## src/rtl/riscv_fetch_ctrl_pkg.sv

```systemverilog
// Shared types for the variable-latency fetch controller: XLEN and the FSM state encoding.
package riscv_fetch_ctrl_pkg;

    localparam int XLEN = 32;

    typedef enum logic [1:0] {
        ST_IDLE = 2'd0,
        ST_WAIT = 2'd1,
        ST_KILL = 2'd2
    } fetch_state_e;

    // Memory access in flight, whether or not its data is still wanted.
    function automatic logic fetch_busy(input fetch_state_e s);
        return (s == ST_WAIT) || (s == ST_KILL);
    endfunction

endpackage

```

## src/rtl/riscv_fetch_buf.sv

```systemverilog
// One-entry instruction/PC holding buffer; clear wins over write, read empties the entry.
module riscv_fetch_buf
    import riscv_fetch_ctrl_pkg::*;
(
    input  logic            i_clk,
    input  logic            i_rstn,
    input  logic            i_wr,
    input  logic            i_rd,
    input  logic            i_clr,
    input  logic [XLEN-1:0] i_instr,
    input  logic [XLEN-1:0] i_pc,
    output logic            o_valid,
    output logic [XLEN-1:0] o_instr,
    output logic [XLEN-1:0] o_pc
);

    logic            valid_q, valid_d;
    logic [XLEN-1:0] instr_q, instr_d;
    logic [XLEN-1:0] pc_q, pc_d;

    always_comb begin
        valid_d = valid_q;
        instr_d = instr_q;
        pc_d    = pc_q;
        if (i_clr || i_rd) begin
            valid_d = 1'b0;
        end else if (i_wr) begin
            valid_d = 1'b1;
            instr_d = i_instr;
            pc_d    = i_pc;
        end
    end

    always_ff @(posedge i_clk or negedge i_rstn) begin
        if (!i_rstn) begin
            valid_q <= 1'b0;
            instr_q <= '0;
            pc_q    <= '0;
        end else begin
            valid_q <= valid_d;
            instr_q <= instr_d;
            pc_q    <= pc_d;
        end
    end

    assign o_valid = valid_q;
    assign o_instr = instr_q;
    assign o_pc    = pc_q;

endmodule

```

## src/rtl/riscv_fetch_ctrl.sv

```systemverilog
// Fetch sequencing for a grant/response instruction memory, one access outstanding.
// Optional performance counters are built when RISCV_FETCH_CTRL_PERF_EN is defined.
module riscv_fetch_ctrl
    import riscv_fetch_ctrl_pkg::*;
#(
    parameter int PERF_CNT_W = 32
)
(
    input  logic                  i_clk,
    input  logic                  i_rstn,
    output logic                  o_imem_req,
    output logic [XLEN-1:0]       o_imem_addr,
    input  logic                  i_imem_gnt,
    input  logic                  i_imem_rvalid,
    input  logic [XLEN-1:0]       i_imem_rdata,
    input  logic [XLEN-1:0]       i_pc_f,
    input  logic                  i_pc_src_e,
    input  logic                  i_stall_d,
    output logic                  o_pc_en,
    output logic                  o_ifid_en,
    output logic                  o_flush_d,
    output logic [XLEN-1:0]       o_instr_f,
    output logic [XLEN-1:0]       o_pc_instr_f,
    output logic [PERF_CNT_W-1:0] o_perf_wait_cnt,
    output logic [PERF_CNT_W-1:0] o_perf_kill_cnt,
    output logic [1:0]            o_dbg_state
);

    // Handshake: a request is accepted in the cycle where o_imem_req and i_imem_gnt
    // are both high; the response arrives as a one-cycle i_imem_rvalid pulse at
    // least one cycle later, with no backpressure on the response side.

    fetch_state_e    state_q, state_d;
    logic [XLEN-1:0] r_addr_q, r_addr_d;

    logic            buf_valid;
    logic [XLEN-1:0] buf_instr;
    logic [XLEN-1:0] buf_pc;

    logic req;
    logic deliver_mem;
    logic deliver_buf;
    logic deliver;
    logic buf_wr;
    logic kill_evt;

    always_comb begin
        state_d     = state_q;
        r_addr_d    = r_addr_q;
        req         = 1'b0;
        deliver_mem = 1'b0;
        buf_wr      = 1'b0;
        kill_evt    = 1'b0;
        case (state_q)
            ST_IDLE: begin
                req = ~buf_valid & ~i_pc_src_e;
                if (req && i_imem_gnt) begin
                    r_addr_d = i_pc_f;
                    state_d  = ST_WAIT;
                end
            end
            ST_WAIT: begin
                if (i_imem_rvalid) begin
                    state_d = ST_IDLE;
                    if (i_pc_src_e) begin
                        kill_evt = 1'b1;
                    end else if (i_stall_d) begin
                        buf_wr = 1'b1;
                    end else begin
                        deliver_mem = 1'b1;
                    end
                end else if (i_pc_src_e) begin
                    state_d  = ST_KILL;
                    kill_evt = 1'b1;
                end
            end
            ST_KILL: begin
                if (i_imem_rvalid) begin
                    state_d = ST_IDLE;
                end
            end
            default: state_d = ST_IDLE;
        endcase
    end

    // The buffer is only ever filled from WAIT, and no request issues while it is
    // full, so a buffer drain and a memory return never coincide.
    assign deliver_buf = buf_valid & ~i_stall_d & ~i_pc_src_e;
    assign deliver     = deliver_mem | deliver_buf;

    riscv_fetch_buf u_buf (
        .i_clk   (i_clk),
        .i_rstn  (i_rstn),
        .i_wr    (buf_wr),
        .i_rd    (deliver_buf),
        .i_clr   (i_pc_src_e),
        .i_instr (i_imem_rdata),
        .i_pc    (r_addr_q),
        .o_valid (buf_valid),
        .o_instr (buf_instr),
        .o_pc    (buf_pc)
    );

    always_ff @(posedge i_clk or negedge i_rstn) begin
        if (!i_rstn) begin
            state_q  <= ST_IDLE;
            r_addr_q <= '0;
        end else begin
            state_q  <= state_d;
            r_addr_q <= r_addr_d;
        end
    end

    // Every output is forced low while reset is asserted, independent of inputs.
    always_comb begin
        o_imem_req   = i_rstn & req;
        o_imem_addr  = i_rstn ? i_pc_f : '0;
        o_pc_en      = i_rstn & (deliver | i_pc_src_e);
        o_ifid_en    = i_rstn & ~i_stall_d;
        o_flush_d    = i_rstn & (i_pc_src_e | (~i_stall_d & ~deliver));
        o_instr_f    = '0;
        o_pc_instr_f = '0;
        if (i_rstn && deliver_mem) begin
            o_instr_f    = i_imem_rdata;
            o_pc_instr_f = r_addr_q;
        end else if (i_rstn && deliver_buf) begin
            o_instr_f    = buf_instr;
            o_pc_instr_f = buf_pc;
        end
    end

    assign o_dbg_state = state_q;

`ifdef RISCV_FETCH_CTRL_PERF_EN
    logic [PERF_CNT_W-1:0] wait_cnt_q, wait_cnt_d;
    logic [PERF_CNT_W-1:0] kill_cnt_q, kill_cnt_d;

    always_comb begin
        wait_cnt_d = wait_cnt_q;
        kill_cnt_d = kill_cnt_q;
        if (fetch_busy(state_q) && (wait_cnt_q != '1)) begin
            wait_cnt_d = wait_cnt_q + PERF_CNT_W'(1);
        end
        if (kill_evt && (kill_cnt_q != '1)) begin
            kill_cnt_d = kill_cnt_q + PERF_CNT_W'(1);
        end
    end

    always_ff @(posedge i_clk or negedge i_rstn) begin
        if (!i_rstn) begin
            wait_cnt_q <= '0;
            kill_cnt_q <= '0;
        end else begin
            wait_cnt_q <= wait_cnt_d;
            kill_cnt_q <= kill_cnt_d;
        end
    end

    assign o_perf_wait_cnt = i_rstn ? wait_cnt_q : '0;
    assign o_perf_kill_cnt = i_rstn ? kill_cnt_q : '0;
`else
    logic unused_kill_evt;
    assign unused_kill_evt = kill_evt;
    assign o_perf_wait_cnt = '0;
    assign o_perf_kill_cnt = '0;
`endif

endmodule

```

## config.mk

```make
export PLATFORM = sky130hd
export DESIGN_NAME = riscv_fetch_ctrl
export DESIGN_NICKNAME = d
export VERILOG_FILES = /design/src/rtl/riscv_fetch_ctrl_pkg.sv /design/src/rtl/riscv_fetch_buf.sv /design/src/rtl/riscv_fetch_ctrl.sv
export SDC_FILE = /design/constraint.sdc
export NUM_CORES = 1
export LEC_CHECK = 0
export CORE_UTILIZATION = 40
export CTS_BUF_LIST = sky130_fd_sc_hd__clkbuf_4 sky130_fd_sc_hd__clkbuf_8
export CTS_CLUSTER_DIAMETER = 30
export DETAILED_ROUTE_END_ITERATION = 10
export DONT_BUFFER_PORTS = 1
export GPL_ROUTABILITY_DRIVEN = 0
export SLEW_MARGIN = 20
export SYNTH_ARGS = -nofsm -noshare
export SYNTH_HDL_FRONTEND = slang
export SYNTH_HIERARCHICAL = 1
export SYNTH_SLANG_ARGS = --single-unit
```

## constraint.sdc

```tcl
create_clock -name i_clk -period 2.6 [get_ports i_clk]
set_clock_uncertainty 0.15 [all_clocks]
set_input_delay 0.65 -clock i_clk [delete_from_list [all_inputs] [get_ports i_clk]]
set_output_delay 0.65 -clock i_clk [all_outputs]
set_load 0.02 [all_outputs]
```

==> results of run 1 <==
-- per-layer routing --
layer,wire [um],part of all wire
met1,6800,0.46
met3,1040,0.071
met5,0,0
met2,6710,0.46
met4,156,0.011
-- where the power goes --
part | internal, uW | leakage [uW] | total [uW] | switching, uW
combinational | 619 | 0.00183 | 955 | 335
sequential | 1930 | 0.00125 | 2200 | 266
clock | 514 | 0.000106 | 1040 | 528
-- final cells by class --
class,instances,area share
flip-flops and latches,99,0.337
inverters,1,0.000511
multi-input cells,405,0.472
well taps,211,0.0359
clock inverters,2,0.00477
repair buffers,86,0.126
clock buffers,13,0.0227
-- stage by stage --
stage / hold WS, ns / utilization / area (um2) / setup TNS [ns] / total power, uW
6_report: -0.192 / 0.478 / 7340 / -0.395 / 4200
3_5_place_dp: 0.208 / 0.440 / 6760 / 0 / 3130
3_3_place_gp: 0.209 / 0.440 / 6760 / 0 / 3100
2_1_floorplan: 0.204 / - / 6610 / 0 / 3070
5_1_grt: -0.221 / 0.478 / 7340 / -6.33 / 4400
4_1_cts: -0.220 / 0.461 / 7080 / -0.750 / 4210
-- cell usage after synthesis, drive strengths merged --
cell type	n	area share
buf	93	0.12
o21a	2	0.0024
a21oi	1	0.00078
nor3b	2	0.0031
o21ai	1	0.00078
nand2	4	0.0027
nand4bb	1	0.0018
a21boi	64	0.075
nor2b	1	0.00098
nor4	1	0.0033
nand3	63	0.049
nor3	2	0.0016
dfrtp	99	0.39
clkbuf	21	0.012
nand3b	63	0.074
nand4b	1	0.0014
conb	1	0.00059
nor2	3	0.0018
and2	34	0.033
inv	1	0.00059
and4bb	1	0.0020
mux2	97	0.22
-- flip-flops by register name (all words and copies together), names as in the netlist --
register	cells
u_buf/o_pc	32
u_buf/o_instr	32
u_buf/o_valid	1
r_addr_q	32
o_dbg_state	2
-- worst max path at each step --
stage | slack [ns] | cells after the start | endpoint
floorplan | 0.02 | 6 | o_instr_f[21]
global placement | 0.07 | 5 | o_pc_instr_f[31]
detailed placement | 0.02 | 5 | o_pc_instr_f[5]
CTS | -0.05 | 5 | o_pc_instr_f[7]
global route | -0.12 | 7 | o_instr_f[25]
finish | -0.04 | 7 | o_pc_instr_f[10]
-- what timing repair did --
action                                 4_1_cts  5_1_grt
buffers inserted                             1        3
setup endpoints to repair                   65       65
pin swaps                                    8       30
cloned                                       2        3
endpoints found under the hold margin       99       99
resized for setup                           22       43
-- kinds of logic (layout without fill, tap and decap cells) --
| kind of cell | Yosys count | after routing |
|---|---|---|
| flip-flops | 99 | 99 |
| buffers and inverters | 115 | 102 |
| AND/OR/NAND/NOR | 176 | 176 |
| multiplexers | 97 | 97 |
| AO/OA/AOI/OAI | 68 | 68 |
| other | 1 | 64 |
==> run summary, run 1 <==
final hold violation count: 99
Mapped Avg Cell Area: 11.5 um2
r2r setup slk: 0.39 ns
slowest library cell on the worst path: dfrtp_1
YS warnings: 6
startpoint types: register
first-pass GRT wire length: 21600 um
Die H: 128 um
nets: 672
Pwr Density: 571 mW/mm2
worst setup path startpoint: o_dbg_state[1]
Synth Register Bits: 99
Starting Density: 0.415
Root Driver: clkbuf_8
share of layout cells above drive strength 1: 0.398
DIE AREA: 0.0164 mm2
Critical Path Fanout Max: 12
Detail Route Antenna Nets: 0
H-tree Lvls: 3
Synth Area in XOR/XNOR: 0
Tot GR Track Use: 0.170
Top Family by Delay on Critical Path: buffers and inverters
Crit. End Element: primary output
fmax: 0.378 GHz
failing checks: hold timing, setup timing
Ant. Diodes: 0
FP Rows: 45
# fillers: 1393
crit path time final: 2.64 ns
synthesis-to-finish area growth: 15.3%
HP Class: input pin to asynchronous set/reset pin
max-cap violations: 0
PortBufs: 0
Reg2Reg Depth: 5
grt met3 use: 0.0513
cells after synthesis: 556
run status: finished with violations
FF+latch area: 0.00248 mm2
Num CTS Buffers: 9
commonest non-fill, non-tap cells in the layout: dfrtp_1, mux2_4, conb_1
CP required: 1.80 ns
mapped cell area: 0.00637 mm2
average wire per standard cell: 18.0 um
TritonCTS Sinks: 99
dpl ws: 0.0153 ns
largest family of logic cells by synthesized area: multiplexers
Clock Tree Buf Depth: 2
Peak VDD IR: 0.000343 V
total core area: 0.0154 mm2
final setup vio count: 35
Slew Limit Fails: 0
Compound-Gate Fraction of Synth Area: 0.0793
Routed Wire Length: 14700 um
Distinct cells, synth: 29
register area share after synthesis: 0.389
post-synthesis mux area share: 0.224
CTS tree: done
Setup CP Type: register to primary output
leak pwr: 0.00318 uW
RSZ-0062 raised after global routing: true
crit path DAT: 1.84 ns
post-route setup slack: -0.0421 ns
largest net degree at the start of global routing: 199
reg-to-reg startpoint: o_dbg_state[1]
crit path buf inv count: 4
r2r endpoint: u_buf/o_instr[30]
Most Crowded Layer GR: met2
CP max stage delay: 0.37 ns
Final HPWL DP: 8600 um
router iterations before antenna repair: 6
post-route insts no fill: 817
DR vias/cell: 5.12
Skew-Pair Late Insertion Delay: 0.36 ns
simple-gate share of the synthesized area: 0.176
WHS: -0.192 ns
DRC: 0
Chip Width: 128 um
# IOs: 236
vias after detailed routing: 4184
CP Cell Sequence: buf_6, nand4bb_4, buf_12, clkbuf_16, nand3_1, a21boi_1, buf_4
most common cell after layout, fill and taps aside: dfrtp_1
vias in the first global route: 3917
global routing usage on met2: 0.249
grt met1 use: 0.238
Clock transition at path regs: 0.10 ns
Initial DRC Count: 184
placed insts: 794
total gr overflow: 0
period utilization: 1.02
Adder-Cell Fraction of Synth Area: 0
multi-input logic area: 0.00347 mm2
antenna violations before repair: 0
(Power assumes the default switching activity.)
==> run 2: changes to the inputs <==
PLACE_DENSITY = 0.59   (was not set)
SLEW_MARGIN = 15   (was 20)
==> run summary, run 2 (same netlist as run 1, synthesis figures left out) <==
Num CTS Buffers: 9 (unchanged)
Setup CP Type: register to primary output
Clock Tree Buf Depth: 2 (unchanged)
commonest non-fill, non-tap cells in the layout: dfrtp_1, mux2_4, conb_1
crit path DAT: 1.88 ns (+0.04 ns)
HP Class: input pin to asynchronous set/reset pin
final design utilization: 0.500 (+0.0221)
synthesis-to-finish area growth: 20.6%
TritonCTS Sinks: 99 (unchanged)
vias after detailed routing: 4221 (+0.88%)
leak pwr: 0.00332 uW (+4.3%)
total core area: 0.0154 mm2 (unchanged)
RSZ-0062 raised after global routing: true
CTS tree: done
Initial DRC Count: 173 (-6.0%)
run status: finished with violations
startpoint types: register
vias in the first global route: 4095 (+4.5%)
PortBufs: 0 (unchanged)
r2r setup slk: 0.24 ns (-0.15 ns)
# IOs: 236 (unchanged)
CP required: 1.80 ns (about the same)
most common cell after layout, fill and taps aside: dfrtp_1
reg-to-reg startpoint: o_dbg_state[1]
FP Rows: 45 (unchanged)
Pwr Density: 587 mW/mm2 (+2.8%)
Clock transition at path regs: 0.11 ns (about the same)
average wire per standard cell: 18.4 um (+2.3%)
max-cap violations: 0 (unchanged)
Starting Density: 0.415 (unchanged)
period utilization: 1.03 (+0.0162)
Ant. Diodes: 0 (unchanged)
Root Driver: clkbuf_8
Tot GR Track Use: 0.182 (+0.0121)
DR vias/cell: 5.08 (-0.82%)
Chip Width: 128 um (unchanged)
Slew Limit Fails: 0 (unchanged)
final setup vio count: 64 (+83%)
post-route insts no fill: 831 (+1.7%)
placed insts: 798 (+0.50%)
Crit. End Element: primary output
DIE AREA: 0.0164 mm2 (unchanged)
fmax: 0.373 GHz (-1.6%)
largest net degree at the start of global routing: 199 (unchanged)
final hold violation count: 99 (unchanged)
Routed Wire Length: 15300 um (+4.1%)
worst setup path startpoint: o_dbg_state[1]
share of layout cells above drive strength 1: 0.423 (+0.0249)
Peak VDD IR: 0.000466 V (+36%)
total gr overflow: 0 (unchanged)
first-pass GRT wire length: 22800 um (+5.7%)
H-tree Lvls: 3 (unchanged)
router iterations before antenna repair: 7 (+1)
Detail Route Antenna Nets: 0 (unchanged)
nets: 685 (+1.9%)
WHS: -0.198 ns (-0.00522 ns)
post-route setup slack: -0.0842 ns (-0.0421 ns)
Final HPWL DP: 8810 um (+2.4%)
Die H: 128 um (unchanged)
DRC: 0 (unchanged)
crit path time final: 2.68 ns (+0.0421 ns)
Skew-Pair Late Insertion Delay: 0.38 ns (+0.02 ns)
failing checks: hold timing, setup timing
antenna violations before repair: 0 (unchanged)
Critical Path Fanout Max: 15 (+3)
run 2: changes by cell type in the layout (fill, tap and decap cells not counted), sizes merged:
cell / change
buf: +13
clkinv: +1
clkbuf: -3
bufinv: +3
run 2: worst max-delay path, stage by stage (launching register included):
cell and delay, ns:
dfrtp_1 0.41, and4bb_4 0.40, buf_12 0.13, buf_12 0.14, nand3b_1 0.10, a21boi_2 0.16, buf_4 0.16
run 2: layer usage:
layer,share of wire,vias to the layer above,track usage
met4,0.0093,0,0.0512
met5,0,-,0
met1,0.43,2112,0.237
met3,0.082,11,0.0618
met2,0.48,167,0.287
li1,-,1931,-
run 2: power by group:
group	total, uW	switching [uW]	internal, uW
Combinational	992	349	644
Sequential	2210	279	1930
Clock	1310	559	751
run 2: layout make-up:
type | count | area [um2]
Multi-Input combinational cell | 405 | 3500
Timing Repair Buffer | 99 | 1170
Sequential cell | 99 | 2480
Tap cell | 211 | 264
Clock inverter | 6 | 138
Inverter | 1 | 3.75
Clock buffer | 10 | 131
Fill cell | 1385 | 7690
run 2: repair_timing:
item	in CTS	in global routing
endpoints found under the hold margin	99	99
setup endpoints to repair	65	66
cloned	6	4
pin swaps	21	10
buffers inserted	7	1
resized for setup	32	48
run 2: worst paths after layout:
check,cells after the start,end
setup / recovery,6,o_pc_instr_f[3]
hold / removal,0,u_buf/o_pc[2]
setup reg to reg,7,u_buf/o_instr[13]
hold reg to reg,1,u_buf/o_instr[27]
max in group asynchronous,0,r_addr_q[12]
min in group i_clk,1,o_dbg_state[1]
run 2: through the flow:
| stage | setup TNS, ns | power (uW) | setup slack (ns) | area, um2 | hold WS, ns |
|---|---|---|---|---|---|
| global placement | 0 | 3100 | 0.0739 | 6810 | 0.208 |
| global route | -9.82 | 4730 | -0.194 | 7680 | -0.229 |
| finish | -2.48 | 4510 | -0.0842 | 7680 | -0.198 |
| detailed placement | 0 | 3140 | 0.0295 | 6810 | 0.208 |
| CTS | -4.34 | 4540 | -0.107 | 7410 | -0.237 |
| floorplan | 0 | 3070 | 0.0199 | 6610 | 0.204 |
